**src/rtl/shift_add_multiplier_radix.sv**
```systemverilog
// Sequential valid/ready multiplier retiring BITS_PER_CYCLE multiplier bits per cycle,
// with per-transaction signed/unsigned mode, round-half-up, saturation and overflow flag.
`timescale 1ns/1ps
module shift_add_multiplier_radix #(
  parameter int WIDTH          = 16,
  parameter int BITS_PER_CYCLE = 1,
  parameter int FRAC_BITS      = WIDTH - 1
) (
  input  logic             clk,
  input  logic             reset,
  input  logic             tvalid_slave_1,
  input  logic [WIDTH-1:0] tdata_slave_1,
  input  logic             tuser_slave_1,
  output logic             tready_slave_1,
  input  logic             tvalid_slave_2,
  input  logic [WIDTH-1:0] tdata_slave_2,
  output logic             tready_slave_2,
  output logic             tvalid_master,
  output logic [WIDTH-1:0] tdata_master,
  output logic             tuser_master,
  input  logic             tready_master
);

  // state   | meaning
  // COLLECT | waiting for both operands to be held
  // PREP    | load magnitudes and sign, clear accumulator
  // CALC    | accumulate one BITS_PER_CYCLE digit of B per cycle
  // FINAL   | negate, round, saturate, load result register
  // OUTPUT  | present result until downstream accepts it

  localparam int N       = WIDTH / BITS_PER_CYCLE;
  localparam int CW      = (N > 1) ? $clog2(N) : 1;
  localparam int AW      = 2 * WIDTH;
  localparam int PW      = 2 * WIDTH + 2;
  localparam int HALF_SH = (FRAC_BITS > 0) ? FRAC_BITS - 1 : 0;

  localparam logic signed [PW-1:0] S_MAX = PW'({1'b0, {(WIDTH-1){1'b1}}});
  localparam logic signed [PW-1:0] S_MIN = ~S_MAX;
  localparam logic signed [PW-1:0] U_MAX = PW'({WIDTH{1'b1}});

  typedef enum logic [2:0] {
    ST_COLLECT = 3'd0,
    ST_PREP    = 3'd1,
    ST_CALC    = 3'd2,
    ST_FINAL   = 3'd3,
    ST_OUTPUT  = 3'd4
  } state_t;

  state_t state_q, state_d;

  logic             held_a_q, held_a_d;
  logic             held_b_q, held_b_d;
  logic [WIDTH-1:0] a_q, a_d;
  logic [WIDTH-1:0] b_q, b_d;
  logic             mode_q, mode_d;

  // Multiplicand is kept pre-shifted to the weight of the current digit of B.
  logic [AW-1:0]    a_sh_q, a_sh_d;
  logic [WIDTH-1:0] b_mag_q, b_mag_d;
  logic             neg_q, neg_d;
  logic             sgn_q, sgn_d;
  logic [AW-1:0]    acc_q, acc_d;
  logic [CW-1:0]    step_q, step_d;

  logic             tvalid_q, tvalid_d;
  logic [WIDTH-1:0] tdata_q, tdata_d;
  logic             tuser_q, tuser_d;

  logic             hs_a, hs_b;
  logic [WIDTH-1:0] a_abs, b_abs;
  logic [AW-1:0]    b_lo_ext, pp;
  logic signed [PW-1:0] p_s, r_s, round_add;
  logic [WIDTH-1:0] sat_data;
  logic             sat_ovf;

  assign tready_slave_1 = !held_a_q && !reset;
  assign tready_slave_2 = !held_b_q && !reset;
  assign hs_a           = tvalid_slave_1 && tready_slave_1;
  assign hs_b           = tvalid_slave_2 && tready_slave_2;

  assign a_abs    = (mode_q && a_q[WIDTH-1]) ? -a_q : a_q;
  assign b_abs    = (mode_q && b_q[WIDTH-1]) ? -b_q : b_q;
  assign b_lo_ext = AW'(b_mag_q[BITS_PER_CYCLE-1:0]);
  assign pp       = a_sh_q * b_lo_ext;

  assign tvalid_master = tvalid_q;
  assign tdata_master  = tdata_q;
  assign tuser_master  = tuser_q;

  // Rounding adds half an LSB then shifts arithmetically, so ties go toward +inf.
  always_comb begin
    p_s = $signed({2'b00, acc_q});
    if (neg_q) begin
      p_s = -p_s;
    end
    round_add = (FRAC_BITS > 0) ? (PW'(1) << HALF_SH) : '0;
    r_s       = (p_s + round_add) >>> FRAC_BITS;

    sat_ovf  = 1'b0;
    sat_data = r_s[WIDTH-1:0];
    if (sgn_q) begin
      if (r_s > S_MAX) begin
        sat_ovf  = 1'b1;
        sat_data = {1'b0, {(WIDTH-1){1'b1}}};
      end else if (r_s < S_MIN) begin
        sat_ovf  = 1'b1;
        sat_data = {1'b1, {(WIDTH-1){1'b0}}};
      end
    end else begin
      if (r_s > U_MAX) begin
        sat_ovf  = 1'b1;
        sat_data = {WIDTH{1'b1}};
      end else if (r_s[PW-1]) begin
        sat_ovf  = 1'b1;
        sat_data = '0;
      end
    end
  end

  always_comb begin
    state_d  = state_q;
    held_a_d = held_a_q;
    held_b_d = held_b_q;
    a_d      = a_q;
    b_d      = b_q;
    mode_d   = mode_q;
    a_sh_d   = a_sh_q;
    b_mag_d  = b_mag_q;
    neg_d    = neg_q;
    sgn_d    = sgn_q;
    acc_d    = acc_q;
    step_d   = step_q;
    tvalid_d = tvalid_q;
    tdata_d  = tdata_q;
    tuser_d  = tuser_q;

    if (state_q == ST_PREP) begin
      held_a_d = 1'b0;
      held_b_d = 1'b0;
    end
    if (hs_a) begin
      held_a_d = 1'b1;
      a_d      = tdata_slave_1;
      mode_d   = tuser_slave_1;
    end
    if (hs_b) begin
      held_b_d = 1'b1;
      b_d      = tdata_slave_2;
    end

    case (state_q)
      ST_COLLECT: begin
        if ((held_a_q || hs_a) && (held_b_q || hs_b)) begin
          state_d = ST_PREP;
        end
      end
      ST_PREP: begin
        a_sh_d  = AW'(a_abs);
        b_mag_d = b_abs;
        neg_d   = mode_q && (a_q[WIDTH-1] ^ b_q[WIDTH-1]);
        sgn_d   = mode_q;
        acc_d   = '0;
        step_d  = '0;
        state_d = ST_CALC;
      end
      ST_CALC: begin
        acc_d   = acc_q + pp;
        a_sh_d  = a_sh_q << BITS_PER_CYCLE;
        b_mag_d = b_mag_q >> BITS_PER_CYCLE;
        step_d  = step_q + 1'b1;
        if (step_q == CW'(N - 1)) begin
          state_d = ST_FINAL;
        end
      end
      ST_FINAL: begin
        tdata_d  = sat_data;
        tuser_d  = sat_ovf;
        tvalid_d = 1'b1;
        state_d  = ST_OUTPUT;
      end
      ST_OUTPUT: begin
        // Only pairs already held at this edge may skip COLLECT.
        if (tready_master) begin
          tvalid_d = 1'b0;
          state_d  = (held_a_q && held_b_q) ? ST_PREP : ST_COLLECT;
        end
      end
      default: begin
        state_d = ST_COLLECT;
      end
    endcase
  end

  always_ff @(posedge clk or posedge reset) begin
    if (reset) begin
      state_q  <= ST_COLLECT;
      held_a_q <= 1'b0;
      held_b_q <= 1'b0;
      a_q      <= '0;
      b_q      <= '0;
      mode_q   <= 1'b0;
      a_sh_q   <= '0;
      b_mag_q  <= '0;
      neg_q    <= 1'b0;
      sgn_q    <= 1'b0;
      acc_q    <= '0;
      step_q   <= '0;
      tvalid_q <= 1'b0;
      tdata_q  <= '0;
      tuser_q  <= 1'b0;
    end else begin
      state_q  <= state_d;
      held_a_q <= held_a_d;
      held_b_q <= held_b_d;
      a_q      <= a_d;
      b_q      <= b_d;
      mode_q   <= mode_d;
      a_sh_q   <= a_sh_d;
      b_mag_q  <= b_mag_d;
      neg_q    <= neg_d;
      sgn_q    <= sgn_d;
      acc_q    <= acc_d;
      step_q   <= step_d;
      tvalid_q <= tvalid_d;
      tdata_q  <= tdata_d;
      tuser_q  <= tuser_d;
    end
  end

endmodule

```
**config.mk**
```make
export PLATFORM = sky130hd
export DESIGN_NAME = shift_add_multiplier_radix
export DESIGN_NICKNAME = d
export VERILOG_FILES = /design/src/rtl/shift_add_multiplier_radix.sv
export SDC_FILE = /design/constraint.sdc
export NUM_CORES = 1
export LEC_CHECK = 0
export CORE_ASPECT_RATIO = 1.1
export CORE_UTILIZATION = 40
export CTS_CLUSTER_DIAMETER = 40
export DETAILED_ROUTE_END_ITERATION = 7
export GPL_ROUTABILITY_DRIVEN = 0
export GPL_TIMING_DRIVEN = 1
export PLACE_DENSITY = 0.68
export SLEW_MARGIN = 20
export SYNTH_ARGS = -nofsm -noshare
export SYNTH_HDL_FRONTEND = slang
export SYNTH_SLANG_ARGS = --single-unit
```
**constraint.sdc**
```tcl
create_clock -name clk -period 4.9 [get_ports clk]
set_input_delay 1.47 -clock clk [delete_from_list [all_inputs] [get_ports clk]]
set_output_delay 1.47 -clock clk [all_outputs]
set_load 0.01 [all_outputs]
```
# Yosys cells after proc, flatten, opt, wreduce, memory -nomap -nowiden
# Cells that the tools add are included.
[op_classes] n_mul=1 mux=27 n_reduce_logical=21 eq_ne=8 n_bitwise=1 add_sub_neg=6 order_cmp=3
[ops] operator="32-bit one-hot mux with 2 select lines" count=2
[ops] operator="16-bit two-way mux" count=7
[ops] operator="34-bit by 16-bit adder with 34-bit output (second input constant)" count=1
[ops] operator="34-bit two-way mux" count=1
[ops] operator="32-bit negation with 34-bit output" count=1
[ops] operator="32-bit adder" count=1
[ops] operator="32-bit by 1-bit multiplier with 32-bit output" count=1
[ops] operator="16-bit negation" count=2
[ops] operator="16-bit one-hot mux with 2 select lines" count=1
[ops] operator="19-bit by 16-bit > comparator with 1-bit output (second input constant)" count=1
[ops] operator="19-bit by 17-bit > comparator with 1-bit output (second input constant)" count=1
[ops] operator="19-bit by 16-bit less-than comparator with 1-bit output (second input constant)" count=1
[ops] operator="3-bit one-hot mux with 5 select lines" count=1
[ops] operator="1-bit two-way mux" count=10
[ops] operator="1-bit logical AND" count=9
[ops] operator="3-bit two-way mux" count=3
[ops] operator="4-bit one-hot mux with 2 select lines" count=1
[ops] operator="2-bit nonzero test" count=4
[ops] operator="3-bit by 2-bit equality test with 1-bit output (second input constant)" count=2
[ops] operator="2-bit != test (second input constant)" count=3
[ops] operator="4-bit by 1-bit adder with 4-bit output (second input constant)" count=1
[ops] operator="4-bit equality test (second input constant)" count=1
[ops] operator="3-bit by 1-bit equality test with 1-bit output (second input constant)" count=1
[ops] operator="3-bit equality test (second input constant)" count=1
[ops] operator="7 further kinds" count=10
[totals] elab_cells=82 inputBits=38 ff_bits=142 output_inout_bits=20

# Logic depth before layout (Yosys ltp)
[depth] word_depth=7 depth_mapped=14 ltp_nobuf=13

# Worst setup path before layout
# OpenSTA, ideal clock, no wires.
[synth_path] path_type="register -> register" startpoint="register b_mag_q[0]" endpoint="register acc_q[30]" path_stages_with_launch=14 path_buffers=0 synth_period_minus_slack_ns=3.469 path_slack_ns=1.431 setup_time_ns=0.129 t_required_ns=4.771 arrival_time_ns=3.341 cell_sequence="dfrtp_1 > and2_1 > ha_1 > fa_1 > a211oi_1 > o21bai_1 > a211o_1 > a21oi_1 > o21ai_1 > a2111oi_1 > o311ai_1 > o31ai_1 > xor2_1 > o21ai_1"
[synth_via] elab_chain_len=3
[synth_lines] element="from (decl)" line="59" source="logic [WIDTH-1:0] b_mag_q, b_mag_d;"
[synth_lines] element="from (signal assigned)" line="219" source="b_mag_q <= b_mag_d;"
[synth_lines] element="32-bit by 1-bit multiplier with 32-bit output" line="84" source="assign pp = a_sh_q * b_lo_ext;"
[synth_lines] element="32-bit adder" line="167" source="acc_d = acc_q + pp;"
[synth_lines] element="32-bit one-hot mux with 2 select lines" line="151" source="case (state_q)"
[synth_lines] element="to (signal assigned)" line="206" source="acc_q <= '0;"
[synth_lines] element="to (signal assigned)" line="222" source="acc_q <= acc_d;"
[synth_lines] element="to (decl)" line="62" source="logic [AW-1:0] acc_q, acc_d;"
# Every way passes these cells.
# A chain may end at the register's enable or synchronous reset.

# Worst setup path in the final report
[layout_path] startpoint="input reset" endpoint="output tready_slave_1"
[layout_via] elab_chain_len=2
[layout_lines] element="from (decl)" line="10" source="input logic reset,"
[layout_lines] element="1-bit zero test (no line)"
[layout_lines] element="1-bit logical AND" line="76" source="assign tready_slave_1 = !held_a_q && !reset;"
[layout_lines] element="to (decl)" line="14" source="output logic tready_slave_1,"
# Every way passes these cells.

==> summary.txt <==
Clock Pin Slew Worst Setup and Hold Paths: 60 ps
most used flip-flop cell after synthesis: dfrtp_1
Post-Synth XOR/XNOR Area: 0.0812
Fin. Hold Viols: 0
PostCTS Resize Cnt: 0
chip height: 158 um
first-pass GRT wire length: 31.9 mm
post-synth cell types: 81
per-cell routed wire length: 14.3 um
share of cells above drive strength 1: 0.103
min cycle time layout: 4120 ps
Syn. warnings: 0
die area: 22800 um^2
gr ovfl total: 0
Final setup violation count: 0
Leakage: 0.00441 uW
largest net degree at the start of global routing: 143
gr usage total: 0.175
crit path launch: reset
htree depth: 4
clock root cell: clkbuf_16
Num Clock Sinks: 142
worst vdd ir: 0.000305 V
post-route ant nets: 0
Largest stage delay, worst path: 550 ps
drt drc: 0
pwr dens: 585 nW/um^2
crit-path max FO: 3
register area: 3550 um^2
clk buf depth: 2
number of I/O port buffers: 57
main combinational cell family by area after synthesis: compound AO/OA/AOI/OAI gates
post-synthesis mux area share: 0.0367
CP Depth: 3
Max Cap Viol: 0
clk_skew: 8.95 ps
crit path to: tready_slave_1
Crit Path Class: in2out
largest cells by area after synthesis: dfrtp_1 (40%), o21ai_0 (5.1%), ha_1 (4.9%)
most frequent cells in the layout: dfrtp_1 (142), nand2_1 (100), o21ai_0 (90)
FFs w/ async S/R, synth: 1.00
WL final: 18.3 mm
cts hold-fix bufs: 0
Via density: 5.40
# rows: 56
I/O Pins: 58
Critical Path Most Common Cell: clkdlybuf4s50_1
Fmax achieved: 242 MHz
initial core utilization: 0.412
post-synth top area share: 0.401
number of global-route vias before repair: 6721
core box area: 21500 um^2
Slew HR: 0.317
Layout area overhead: 15.7%
RSZ-0062 raised after global routing: no
die width: 144 um
Setup crit start kind: input pin
worst skew pair latency: 420 ps
reg2reg start: b_mag_q[0]
FF+latch count, synth: 142
Antenna Cells: 0
fin. max-slew vios: 0
sequential element share of the synthesized area: 0.401
initial antenna violation count: 0
slowest CP cell: clkdlybuf4s50_1
Fillers: 2055
Post-CTS Setup Bufs: 0
overall power: 6000 uW
Tightest Hold Check Type: reg2reg
Mapped Area: 8860 um^2
FF-to-FF End: acc_q[30]
number of synthesized flops with an enable pin: 0
R2R depth: 13
CTS tree: done
CP cell instances: clkdlybuf4s50_1 > nor2_1 > clkdlybuf4s50_1
CP Data Required Time: 3430 ps
DP Wirelength: 13.0 mm
vias post-DR: 6941
simple-gate area share of the yosys netlist: 0.166
Synth Instances: 949
CP top delay family: buffers and inverters
Reg2Reg Setup Slack: 800 ps
Synth Area per Inst: 9.34 um^2
Setup Total Neg Slack: 0 ps
DR iter-0 viols: 379
TritonCTS Buffers: 17
most common cell after layout, fill and taps aside: dfrtp_1
post-synthesis compound-gate area fraction: 0.230
post-synth top area cell: dfrtp_1
outcome: completed
First-pass DRT Iterations: 5
CP bufs+invs: 2
multi-input logic area: 5030 um^2
Slew @ Worst Pin: 1020 ps
syn_nets: 1023
post-synthesis adder-cell area fraction: 0.0517
Tcrit/Tclk final: 0.842
fin nets: 1057
Setup crit end kind: output pin
worst endpoint data arrival time: 2650 ps
==> final cells by class <==
class,instances,share of cell area
repair buffers,66,0.0647
flip-flops and latches,142,0.347
multi-input cells,737,0.490
well taps,290,0.0354
inverters,19,0.00732
clock buffers,20,0.0426
clock inverters,12,0.0133
==> power by group <==
| part | switching (uW) | internal, uW |
|---|---|---|
| clock network | 520 | 753 |
| registers | 484 | 1620 |
| logic | 1440 | 1180 |
==> through the flow <==
stage / hold WS (ps) / std cells / instance area (um^2) / setup WS, ps / utilization
3_3_place_gp: 461 / 1253 / 9660 / 797 / 0.449
2_1_floorplan: 457 / 949 / 8870 / 1430 / -
6_report: 474 / 1286 / 10300 / 776 / 0.477
4_1_cts: 480 / 1285 / 10200 / 764 / 0.476
3_5_place_dp: 467 / 1253 / 9660 / 767 / 0.449
5_1_grt: 496 / 1286 / 10300 / 460 / 0.477
==> cells by family (layout without fill, tap and decap cells) <==
family | after synthesis | in the layout
buffers and inverters | 70 | 117
and+or+nand+nor | 287 | 287
AOI/OAI and AO/OA | 305 | 305
muxes | 29 | 29
xor gates and xnor gates | 80 | 80
adders and majority gates | 36 | 36
DFF | 142 | 142
==> layer usage <==
layer	routed length [um]	track usage	vias up	share of wire
met5	0	0	-	0
met4	252	0.0502	0	0.014
met3	642	0.0375	21	0.035
met2	8740	0.292	134	0.48
met1	8690	0.225	3274	0.47
li1	-	-	3512	-
==> worst min-delay path by stage <==
| stage | endpoint | slack [ps] | start | depth (start not counted) |
|---|---|---|---|---|
| final | tuser_master | 470 | tuser_master | 1 |
| after global routing | tuser_master | 500 | tuser_master | 1 |
| after CTS | tuser_master | 480 | tuser_master | 1 |
| after detailed placement | tuser_master | 470 | tuser_master | 1 |
| after global placement | tuser_master | 460 | tuser_master | 1 |
| after floorplan | step_q[3] | 460 | step_q[3] | 1 |
==> state kept, by name, indices dropped and copies added (netlist names) <==
register       flops
a_sh_q            32
acc_q             32
a_q               16
b_mag_q           16
b_q               16
tdata_master      16
step_q             4
state_q            3
held_a_q           1
held_b_q           1
mode_q             1
neg_q              1
sgn_q              1
tuser_master       1
tvalid_master      1
==> cells in the mapped netlist, types with 12 or more instances <==
master / instances
a21o_1: 16
a21oi_1: 50
a22o_1: 24
a22oi_1: 29
and2_1: 41
clkbuf_1: 42
dfrtp_1: 142
ha_1: 35
inv_1: 19
mux2_2: 28
nand2_1: 100
nand3_1: 19
nor2_1: 49
nor3_1: 14
o21ai_0: 90
o21ai_1: 16
o31ai_1: 12
xnor2_1: 48
xor2_1: 31
Note: power is estimated with default switching activity, not from simulation.
